### src/rtl/core_pkg.sv
// Shared RV32IM core definitions: datapath width, register index width,
// decoded ALU operation codes and the EX-stage control bundle with its
// bubble (all-cleared) value.
package core_pkg;

  localparam int unsigned XLEN       = 32;
  localparam int unsigned REG_ADDR_W = 5;

  // Decoded ALU operation codes (5-bit field).
  localparam logic [4:0] ALU_ADD    = 5'd0;
  localparam logic [4:0] ALU_SUB    = 5'd1;
  localparam logic [4:0] ALU_SLL    = 5'd2;
  localparam logic [4:0] ALU_SLT    = 5'd3;
  localparam logic [4:0] ALU_SLTU   = 5'd4;
  localparam logic [4:0] ALU_XOR    = 5'd5;
  localparam logic [4:0] ALU_SRL    = 5'd6;
  localparam logic [4:0] ALU_SRA    = 5'd7;
  localparam logic [4:0] ALU_OR     = 5'd8;
  localparam logic [4:0] ALU_AND    = 5'd9;
  localparam logic [4:0] ALU_MUL    = 5'd10;
  localparam logic [4:0] ALU_MULH   = 5'd11;
  localparam logic [4:0] ALU_MULHSU = 5'd12;
  localparam logic [4:0] ALU_MULHU  = 5'd13;
  localparam logic [4:0] ALU_DIV    = 5'd14;
  localparam logic [4:0] ALU_DIVU   = 5'd15;
  localparam logic [4:0] ALU_REM    = 5'd16;
  localparam logic [4:0] ALU_REMU   = 5'd17;

  // Side-effecting control carried into EX; must be cleared for a bubble.
  typedef struct packed {
    logic rd_we;
    logic mem_re;
    logic mem_we;
  } ex_ctrl_t;

  localparam ex_ctrl_t CTRL_BUBBLE = '0;

endpackage

### src/rtl/id_ex_stage_hazard_detect.sv
// hazard_detect: pure combinational load-use comparator.
// Flags when the instruction in ID reads a register that a load currently
// in EX will write. x0 never creates a hazard; a flushed ID never does.
// Ports:
//   ex_valid_i, ex_mem_re_i, ex_rd_addr_i : instruction currently in EX
//   id_valid_i, flush_i                    : ID instruction qualifiers
//   rs1_re_i/rs1_addr_i, rs2_re_i/rs2_addr_i : ID source operands
//   load_use_o                              : hazard present this cycle
module hazard_detect
  import core_pkg::*;
(
  input  logic                  ex_valid_i,
  input  logic                  ex_mem_re_i,
  input  logic [REG_ADDR_W-1:0] ex_rd_addr_i,
  input  logic                  id_valid_i,
  input  logic                  flush_i,
  input  logic                  rs1_re_i,
  input  logic [REG_ADDR_W-1:0] rs1_addr_i,
  input  logic                  rs2_re_i,
  input  logic [REG_ADDR_W-1:0] rs2_addr_i,
  output logic                  load_use_o
);

  logic rs1_hit;
  logic rs2_hit;

  always_comb begin
    rs1_hit    = rs1_re_i && (rs1_addr_i == ex_rd_addr_i);
    rs2_hit    = rs2_re_i && (rs2_addr_i == ex_rd_addr_i);
    load_use_o = ex_valid_i && ex_mem_re_i && (ex_rd_addr_i != '0) &&
                 id_valid_i && !flush_i && (rs1_hit || rs2_hit);
  end

endmodule

### src/rtl/id_ex_stage.sv
// id_ex_stage: ID-to-EX pipeline register for the RV32IM core.
// Captures operands and decoded control, inserts a bubble on flush or on a
// load-use hazard, holds on stall, and counts load-use bubbles (saturating).
// Ports:
//   clk, rst_n (async, active-low)
//   stall_i, flush_i            : global pipeline controls
//   id_*                        : decoded ID instruction and its operands
//   ex_*                        : registered EX-stage copies
//   load_use_o                  : combinational hold request to IF/ID
//   bubble_cnt                  : load-use bubbles since reset
module id_ex_stage #(
  parameter int unsigned XLEN     = core_pkg::XLEN,
  parameter int unsigned ALU_OP_W = 5,
  parameter int unsigned CNT_W    = 16
) (
  input  logic                            clk,
  input  logic                            rst_n,
  input  logic                            stall_i,
  input  logic                            flush_i,
  input  logic                            id_valid,
  input  logic [XLEN-1:0]                 id_pc,
  input  logic [XLEN-1:0]                 id_imm,
  input  logic                            id_rs1_re,
  input  logic                            id_rs2_re,
  input  logic [core_pkg::REG_ADDR_W-1:0] id_rs1_addr,
  input  logic [core_pkg::REG_ADDR_W-1:0] id_rs2_addr,
  input  logic [XLEN-1:0]                 id_rs1_data,
  input  logic [XLEN-1:0]                 id_rs2_data,
  input  logic [core_pkg::REG_ADDR_W-1:0] id_rd_addr,
  input  logic                            id_rd_we,
  input  logic [ALU_OP_W-1:0]             id_alu_op,
  input  logic                            id_mem_re,
  input  logic                            id_mem_we,
  output logic                            ex_valid,
  output logic [XLEN-1:0]                 ex_pc,
  output logic [XLEN-1:0]                 ex_imm,
  output logic [XLEN-1:0]                 ex_rs1_data,
  output logic [XLEN-1:0]                 ex_rs2_data,
  output logic [core_pkg::REG_ADDR_W-1:0] ex_rs1_addr,
  output logic [core_pkg::REG_ADDR_W-1:0] ex_rs2_addr,
  output logic [core_pkg::REG_ADDR_W-1:0] ex_rd_addr,
  output logic                            ex_rd_we,
  output logic                            ex_mem_re,
  output logic                            ex_mem_we,
  output logic [ALU_OP_W-1:0]             ex_alu_op,
  output logic                            load_use_o,
  output logic [CNT_W-1:0]                bubble_cnt
);

  import core_pkg::*;

  logic                  valid_q,    valid_d;
  logic [XLEN-1:0]       pc_q,       pc_d;
  logic [XLEN-1:0]       imm_q,      imm_d;
  logic [XLEN-1:0]       rs1_data_q, rs1_data_d;
  logic [XLEN-1:0]       rs2_data_q, rs2_data_d;
  logic [REG_ADDR_W-1:0] rs1_addr_q, rs1_addr_d;
  logic [REG_ADDR_W-1:0] rs2_addr_q, rs2_addr_d;
  logic [REG_ADDR_W-1:0] rd_addr_q,  rd_addr_d;
  logic [ALU_OP_W-1:0]   alu_op_q,   alu_op_d;
  ex_ctrl_t              ctrl_q,     ctrl_d;
  logic [CNT_W-1:0]      bubble_cnt_q, bubble_cnt_d;

  logic load_use;
  logic hazard_bubble;

  hazard_detect u_hazard_detect (
    .ex_valid_i   (valid_q),
    .ex_mem_re_i  (ctrl_q.mem_re),
    .ex_rd_addr_i (rd_addr_q),
    .id_valid_i   (id_valid),
    .flush_i      (flush_i),
    .rs1_re_i     (id_rs1_re),
    .rs1_addr_i   (id_rs1_addr),
    .rs2_re_i     (id_rs2_re),
    .rs2_addr_i   (id_rs2_addr),
    .load_use_o   (load_use)
  );

  always_comb begin
    // Hold by default; covers the stall case.
    valid_d    = valid_q;
    pc_d       = pc_q;
    imm_d      = imm_q;
    rs1_data_d = rs1_data_q;
    rs2_data_d = rs2_data_q;
    rs1_addr_d = rs1_addr_q;
    rs2_addr_d = rs2_addr_q;
    rd_addr_d  = rd_addr_q;
    alu_op_d   = alu_op_q;
    ctrl_d     = ctrl_q;
    hazard_bubble = 1'b0;

    if (flush_i || (!stall_i && load_use)) begin
      // Bubble: control cleared, datapath zeroed for deterministic waves.
      valid_d    = 1'b0;
      pc_d       = '0;
      imm_d      = '0;
      rs1_data_d = '0;
      rs2_data_d = '0;
      rs1_addr_d = '0;
      rs2_addr_d = '0;
      rd_addr_d  = '0;
      alu_op_d   = '0;
      ctrl_d     = CTRL_BUBBLE;
      // load_use is already masked by flush_i, so only hazards count.
      hazard_bubble = !flush_i;
    end else if (!stall_i) begin
      valid_d       = id_valid;
      pc_d          = id_pc;
      imm_d         = id_imm;
      rs1_data_d    = id_rs1_data;
      rs2_data_d    = id_rs2_data;
      rs1_addr_d    = id_rs1_addr;
      rs2_addr_d    = id_rs2_addr;
      rd_addr_d     = id_rd_addr;
      alu_op_d      = id_alu_op;
      ctrl_d.rd_we  = id_rd_we  && id_valid;
      ctrl_d.mem_re = id_mem_re && id_valid;
      ctrl_d.mem_we = id_mem_we && id_valid;
    end

    bubble_cnt_d = bubble_cnt_q;
    if (hazard_bubble && (bubble_cnt_q != '1)) begin
      bubble_cnt_d = bubble_cnt_q + {{(CNT_W-1){1'b0}}, 1'b1};
    end
  end

  always_ff @(posedge clk or negedge rst_n) begin
    if (!rst_n) begin
      valid_q      <= 1'b0;
      pc_q         <= '0;
      imm_q        <= '0;
      rs1_data_q   <= '0;
      rs2_data_q   <= '0;
      rs1_addr_q   <= '0;
      rs2_addr_q   <= '0;
      rd_addr_q    <= '0;
      alu_op_q     <= '0;
      ctrl_q       <= CTRL_BUBBLE;
      bubble_cnt_q <= '0;
    end else begin
      valid_q      <= valid_d;
      pc_q         <= pc_d;
      imm_q        <= imm_d;
      rs1_data_q   <= rs1_data_d;
      rs2_data_q   <= rs2_data_d;
      rs1_addr_q   <= rs1_addr_d;
      rs2_addr_q   <= rs2_addr_d;
      rd_addr_q    <= rd_addr_d;
      alu_op_q     <= alu_op_d;
      ctrl_q       <= ctrl_d;
      bubble_cnt_q <= bubble_cnt_d;
    end
  end

  assign ex_valid    = valid_q;
  assign ex_pc       = pc_q;
  assign ex_imm      = imm_q;
  assign ex_rs1_data = rs1_data_q;
  assign ex_rs2_data = rs2_data_q;
  assign ex_rs1_addr = rs1_addr_q;
  assign ex_rs2_addr = rs2_addr_q;
  assign ex_rd_addr  = rd_addr_q;
  assign ex_rd_we    = ctrl_q.rd_we;
  assign ex_mem_re   = ctrl_q.mem_re;
  assign ex_mem_we   = ctrl_q.mem_we;
  assign ex_alu_op   = alu_op_q;
  assign load_use_o  = load_use;
  assign bubble_cnt  = bubble_cnt_q;

endmodule
### config.mk
export PLATFORM = sky130hd
export DESIGN_NAME = id_ex_stage
export DESIGN_NICKNAME = d
export VERILOG_FILES = /design/src/rtl/core_pkg.sv /design/src/rtl/id_ex_stage_hazard_detect.sv /design/src/rtl/id_ex_stage.sv
export SDC_FILE = /design/constraint.sdc
export NUM_CORES = 1
export LEC_CHECK = 0
export CAP_MARGIN = 10
export CORE_MARGIN = 4
export CORE_UTILIZATION = 41
export CTS_CLUSTER_DIAMETER = 150
export DETAILED_ROUTE_END_ITERATION = 10
export GPL_TIMING_DRIVEN = 0
export PLACE_DENSITY = 0.81
export SYNTH_ARGS = -nofsm -noshare
export SYNTH_HDL_FRONTEND = slang
export SYNTH_SLANG_ARGS = --single-unit
export TNS_END_PERCENT = 30
### constraint.sdc
create_clock -name clk -period 2.5 [get_ports clk]
set_input_delay 0.25 -clock clk [delete_from_list [all_inputs] [get_ports clk]]
set_output_delay 0.25 -clock clk [all_outputs]
set_load 0.05 [all_outputs]
==> flow_summary.rst <==
.. list-table::
   :header-rows: 1

   * - Metric
     - Value
   * - Transition time at the pin with the least slew margin
     - 0.7444 ns
   * - Post-route DRC violation count
     - 0
   * - Detailed placer's ending HPWL
     - approximately 17 mm
   * - Share of power burned in the clock network
     - 0.394
   * - Yosys synthesis warning count
     - 0
   * - Hold violation count in the final report
     - 0
   * - Final clock skew
     - 0.006176 ns
   * - Cells after synthesis
     - 482
   * - H-tree levels
     - 4
   * - Most frequent cells after synthesis
     - sky130_fd_sc_hd__dfrtp_1 (168), sky130_fd_sc_hd__a32o_1 (136), sky130_fd_sc_hd__clkbuf_1 (35), sky130_fd_sc_hd__xor2_1 (23), sky130_fd_sc_hd__nand2_1 (22)
   * - Switch share
     - 0.2749
   * - Pwr/cell area
     - around 650 nW/um^2
   * - Buffering stage count on the worst path with inverters included
     - 2
   * - Total Routed Length
     - around 23 mm
   * - Synthesized flop and latch total
     - 168
   * - Sequential cell fraction of total power
     - 0.411
   * - Sequential cell area in the final layout
     - between 4000 and 5000 sq um
   * - Maximum number of pins on one net before global-route repair
     - 87
   * - Syn Std Cell Area
     - slightly below 7000 sq um
   * - Global routing usage summed across all routing layers
     - 0.2405
   * - RSZ-0062 raised after global routing
     - no
   * - R2r startpoint
     - ex_rd_addr[3]
   * - Routability congestion estimate
     - a little under 0.9
   * - Initial antenna violation count
     - 0
   * - Data required time at the worst endpoint
     - ~2.3 ns
   * - Die span in y
     - roughly 140 um
   * - Number of CTS-inserted buffers
     - 17
   * - Total setup violations reported at the end of the flow
     - 0
   * - Time the final worst path needs with I/O delays and setup
     - 2.378 ns
   * - Post-synthesis sequential area ratio
     - 0.6236
   * - Average size of a mapped cell
     - between 10 and 15 sq um
   * - Number of filler instances in the final layout
     - around 1200
   * - Clock tree from TritonCTS
     - done
   * - Clock Latency Late Sink
     - ~0.41 ns
   * - Number of unique standard cell types used by synthesis
     - 37
   * - Result of the run
     - completed
   * - Via count of the first global-routing pass
     - 6300
   * - Ys flop type
     - sky130_fd_sc_hd__dfrtp_1
   * - Area of the multi-input gates
     - 2178 sq um
   * - Routed Antenna Nets
     - 0
   * - Leading area contributor after synthesis
     - sky130_fd_sc_hd__dfrtp_1
   * - Static leakage power
     - roughly 4.6 nW
   * - Family of cells with the greatest summed delay on the critical path
     - simple AND/OR/NAND/NOR gates
   * - Share of layout cells above drive strength 1
     - 0.07372
   * - Max Cap Violations
     - 0
   * - Rows
     - 46
   * - Vias
     - a little under 6000
   * - Peak per-stage delay on the critical path
     - roughly 0.45 ns
   * - Launch point of the worst path
     - ex_rd_addr[3]
   * - Most numerous cell in the Yosys netlist
     - sky130_fd_sc_hd__dfrtp_1
   * - Grt total ovfl
     - 0
   * - TritonCTS sink count
     - between 150 and 200
   * - Number of enable-type register cells in the synthesized netlist
     - 0
   * - Setup Crit Path Kind
     - register to primary output
   * - Clock-pin transition on the worst setup and hold timing paths
     - approximately 0.060 ns
   * - Cell-internal power
     - between 0.005 and 0.006 W
   * - Worst endpoint data arrival time
     - 2.13 ns
   * - Type of element launching the critical path
     - register
   * - Maximum clock rate
     - between 400 and 500 MHz
   * - Area share of the leading cell type in the synthesized netlist
     - 0.6236
   * - CP Capture Type
     - primary output
   * - Sum of negative setup slack
     - 0 ns
   * - Power share of the combinational group
     - 0.195
   * - Net count reported at finish
     - between 900 and 1000
   * - Overall die width
     - ~140 um
   * - Net count after synthesis
     - 641
   * - Clock buffer depth
     - 2
   * - Routed vias/inst
     - 5.623
   * - Crit share post-route
     - 0.9513
   * - I/O pins
     - between 300 and 400
   * - Cells along the critical path
     - xor2_1 > nor4_2 > a32oi_2 > nand2b_4 > inv_6 > buf_4
   * - Total iterations of the first detailed-routing run
     - 6
   * - Critical hold path startpoint
     - flush_i
   * - Total of buffers placed on input and output ports
     - ~330
   * - Cells after DPL
     - ~1000
   * - Synth-to-layout area growth
     - 62.45%
   * - CP max-delay cell
     - sky130_fd_sc_hd__dfrtp_1
   * - Headroom to the max-slew limit
     - 0.5037
   * - Final routed wire length divided by cell count
     - between 20 and 25 um
   * - Setup slack after layout
     - around 0.12 ns
   * - Place WS
     - -0.6925 ns
   * - Area of the placeable core
     - between 15000 and 20000 sq um
   * - Antenna fix cells
     - 0
   * - Maximum fanout along the worst path
     - 16
   * - Non-filler instance count after layout
     - about 1100
   * - First-pass GRT wire length
     - between 30 and 40 mm
   * - Fin. max-slew vios
     - 0
   * - Net switching power
     - ~0.0020 W
   * - Starting DRT DRC Count
     - 333
   * - Initial cell density of the core
     - 0.4213
   * - Type of the tightest min-delay check
     - input port to register
   * - Top cells by area, synth
     - sky130_fd_sc_hd__dfrtp_1 (62%), sky130_fd_sc_hd__a32o_1 (20%), sky130_fd_sc_hd__xor2_1 (3.0%)
   * - VDD IR max
     - roughly 0.43 mV
   * - Async set-or-reset flop fraction in the synthesized netlist
     - 1.000
   * - Area of the die
     - about 19000 sq um
   * - Cell at the root of the clock tree
     - sky130_fd_sc_hd__clkbuf_16
state kept, by name, indices dropped and copies added (netlist names):
register	count
ex_mem_we	1
ex_rs2_addr	5
ex_alu_op	5
ex_rd_we	1
ex_rd_addr	5
bubble_cnt	16
ex_imm	32
ex_mem_re	1
ex_valid	1
ex_rs2_data	32
ex_rs1_data	32
ex_pc	32
ex_rs1_addr	5
cells by family after synthesis:
kind of cell | share of synthesized area
mux | 0.001670
fa+ha+maj | 0.001856
simple gates | 0.05828
flops | 0.6236
compound gates | 0.2288
buf+inv | 0.05327
xor+xnor | 0.03248
timing repair:
action                                 CTS  global route
setup endpoints to repair                1             1
pin swaps                                1             0
resized for setup                        7             1
cloned                                   0             0
setup buffers                            1             0
endpoints found under the hold margin   85             0
hold buffers                             1             0
metrics by stage:
stage                       util  hold slack [ns]  power (W)  cell area (sq um)
after CTS                 0.6843           0.1742   0.007228              10950
after global placement    0.6415           0.4619   0.004357              10260
after floorplan                -         -0.04559   0.003695               6741
after detailed placement  0.6436           0.2994   0.004394              10300
final                     0.6845           0.2018   0.007163              10950
after global routing      0.6845           0.1933   0.007406              10950
placed cells by master (no fill, tap or decap), types with 2 or more instances in the layout:
cell type	instances
sky130_fd_sc_hd__clkdlybuf4s50_1	323
sky130_fd_sc_hd__dfrtp_1	168
sky130_fd_sc_hd__a32o_1	136
sky130_fd_sc_hd__clkbuf_1	37
sky130_fd_sc_hd__xor2_1	23
sky130_fd_sc_hd__nand2_1	22
sky130_fd_sc_hd__clkbuf_16	17
sky130_fd_sc_hd__buf_6	15
sky130_fd_sc_hd__nor4_1	10
sky130_fd_sc_hd__inv_1	10
sky130_fd_sc_hd__nor3_1	6
sky130_fd_sc_hd__o41ai_1	6
sky130_fd_sc_hd__nand3_1	6
sky130_fd_sc_hd__nand3b_1	5
sky130_fd_sc_hd__o21ai_0	5
sky130_fd_sc_hd__o41ai_2	4
sky130_fd_sc_hd__and4_1	4
sky130_fd_sc_hd__bufinv_16	4
sky130_fd_sc_hd__nor2_1	3
sky130_fd_sc_hd__inv_6	3
sky130_fd_sc_hd__buf_4	3
sky130_fd_sc_hd__clkbuf_8	3
sky130_fd_sc_hd__xnor2_1	2
sky130_fd_sc_hd__nand4_1	2
sky130_fd_sc_hd__clkinv_2	2
sky130_fd_sc_hd__clkinv_4	2
worst paths after layout:
kind | slack (ns) | depth (start not counted) | endpoint
max | 0.12 | 6 | load_use_o
min | 0.20 | 2 | ex_rs2_addr[4]
max reg2reg | 0.38 | 6 | bubble_cnt[1]
min reg2reg | 0.49 | 2 | ex_rs2_addr[2]
max in group asynchronous | 1.25 | 3 | ex_rs1_data[12]
min in group asynchronous | 0.40 | 2 | bubble_cnt[14]
final cells by class:
type	instances	area share
multi-input combinational	250	0.1989
buffer	52	0.02856
timing repair buffer	328	0.3014
clock inverter	10	0.01508
sequential	168	0.3839
inverter	11	0.004227
clock buffer	22	0.04330
tap	216	0.02468
power by group through the flow:
stage / sequential [W] / combinational [W] / clock (W)
after floorplan: 0.00347 / 0.000229 / 0
after global placement: 0.00298 / 0.00137 / 0
after detailed placement: 0.00299 / 0.00140 / 0
after CTS: 0.00294 / 0.00141 / 0.00287
after global routing: 0.00296 / 0.00146 / 0.00299
final: 0.00294 / 0.00140 / 0.00282
per-layer routing:
layer  global-route usage  up-vias  part of all wire
met5                    0        -                 0
met4               0.1041        0             0.035
met3              0.07106       52             0.077
met2               0.4161      285              0.52
met1               0.2772     2985              0.37
li1                     -     2621                 -
Power figures use the tool's default switching activity.
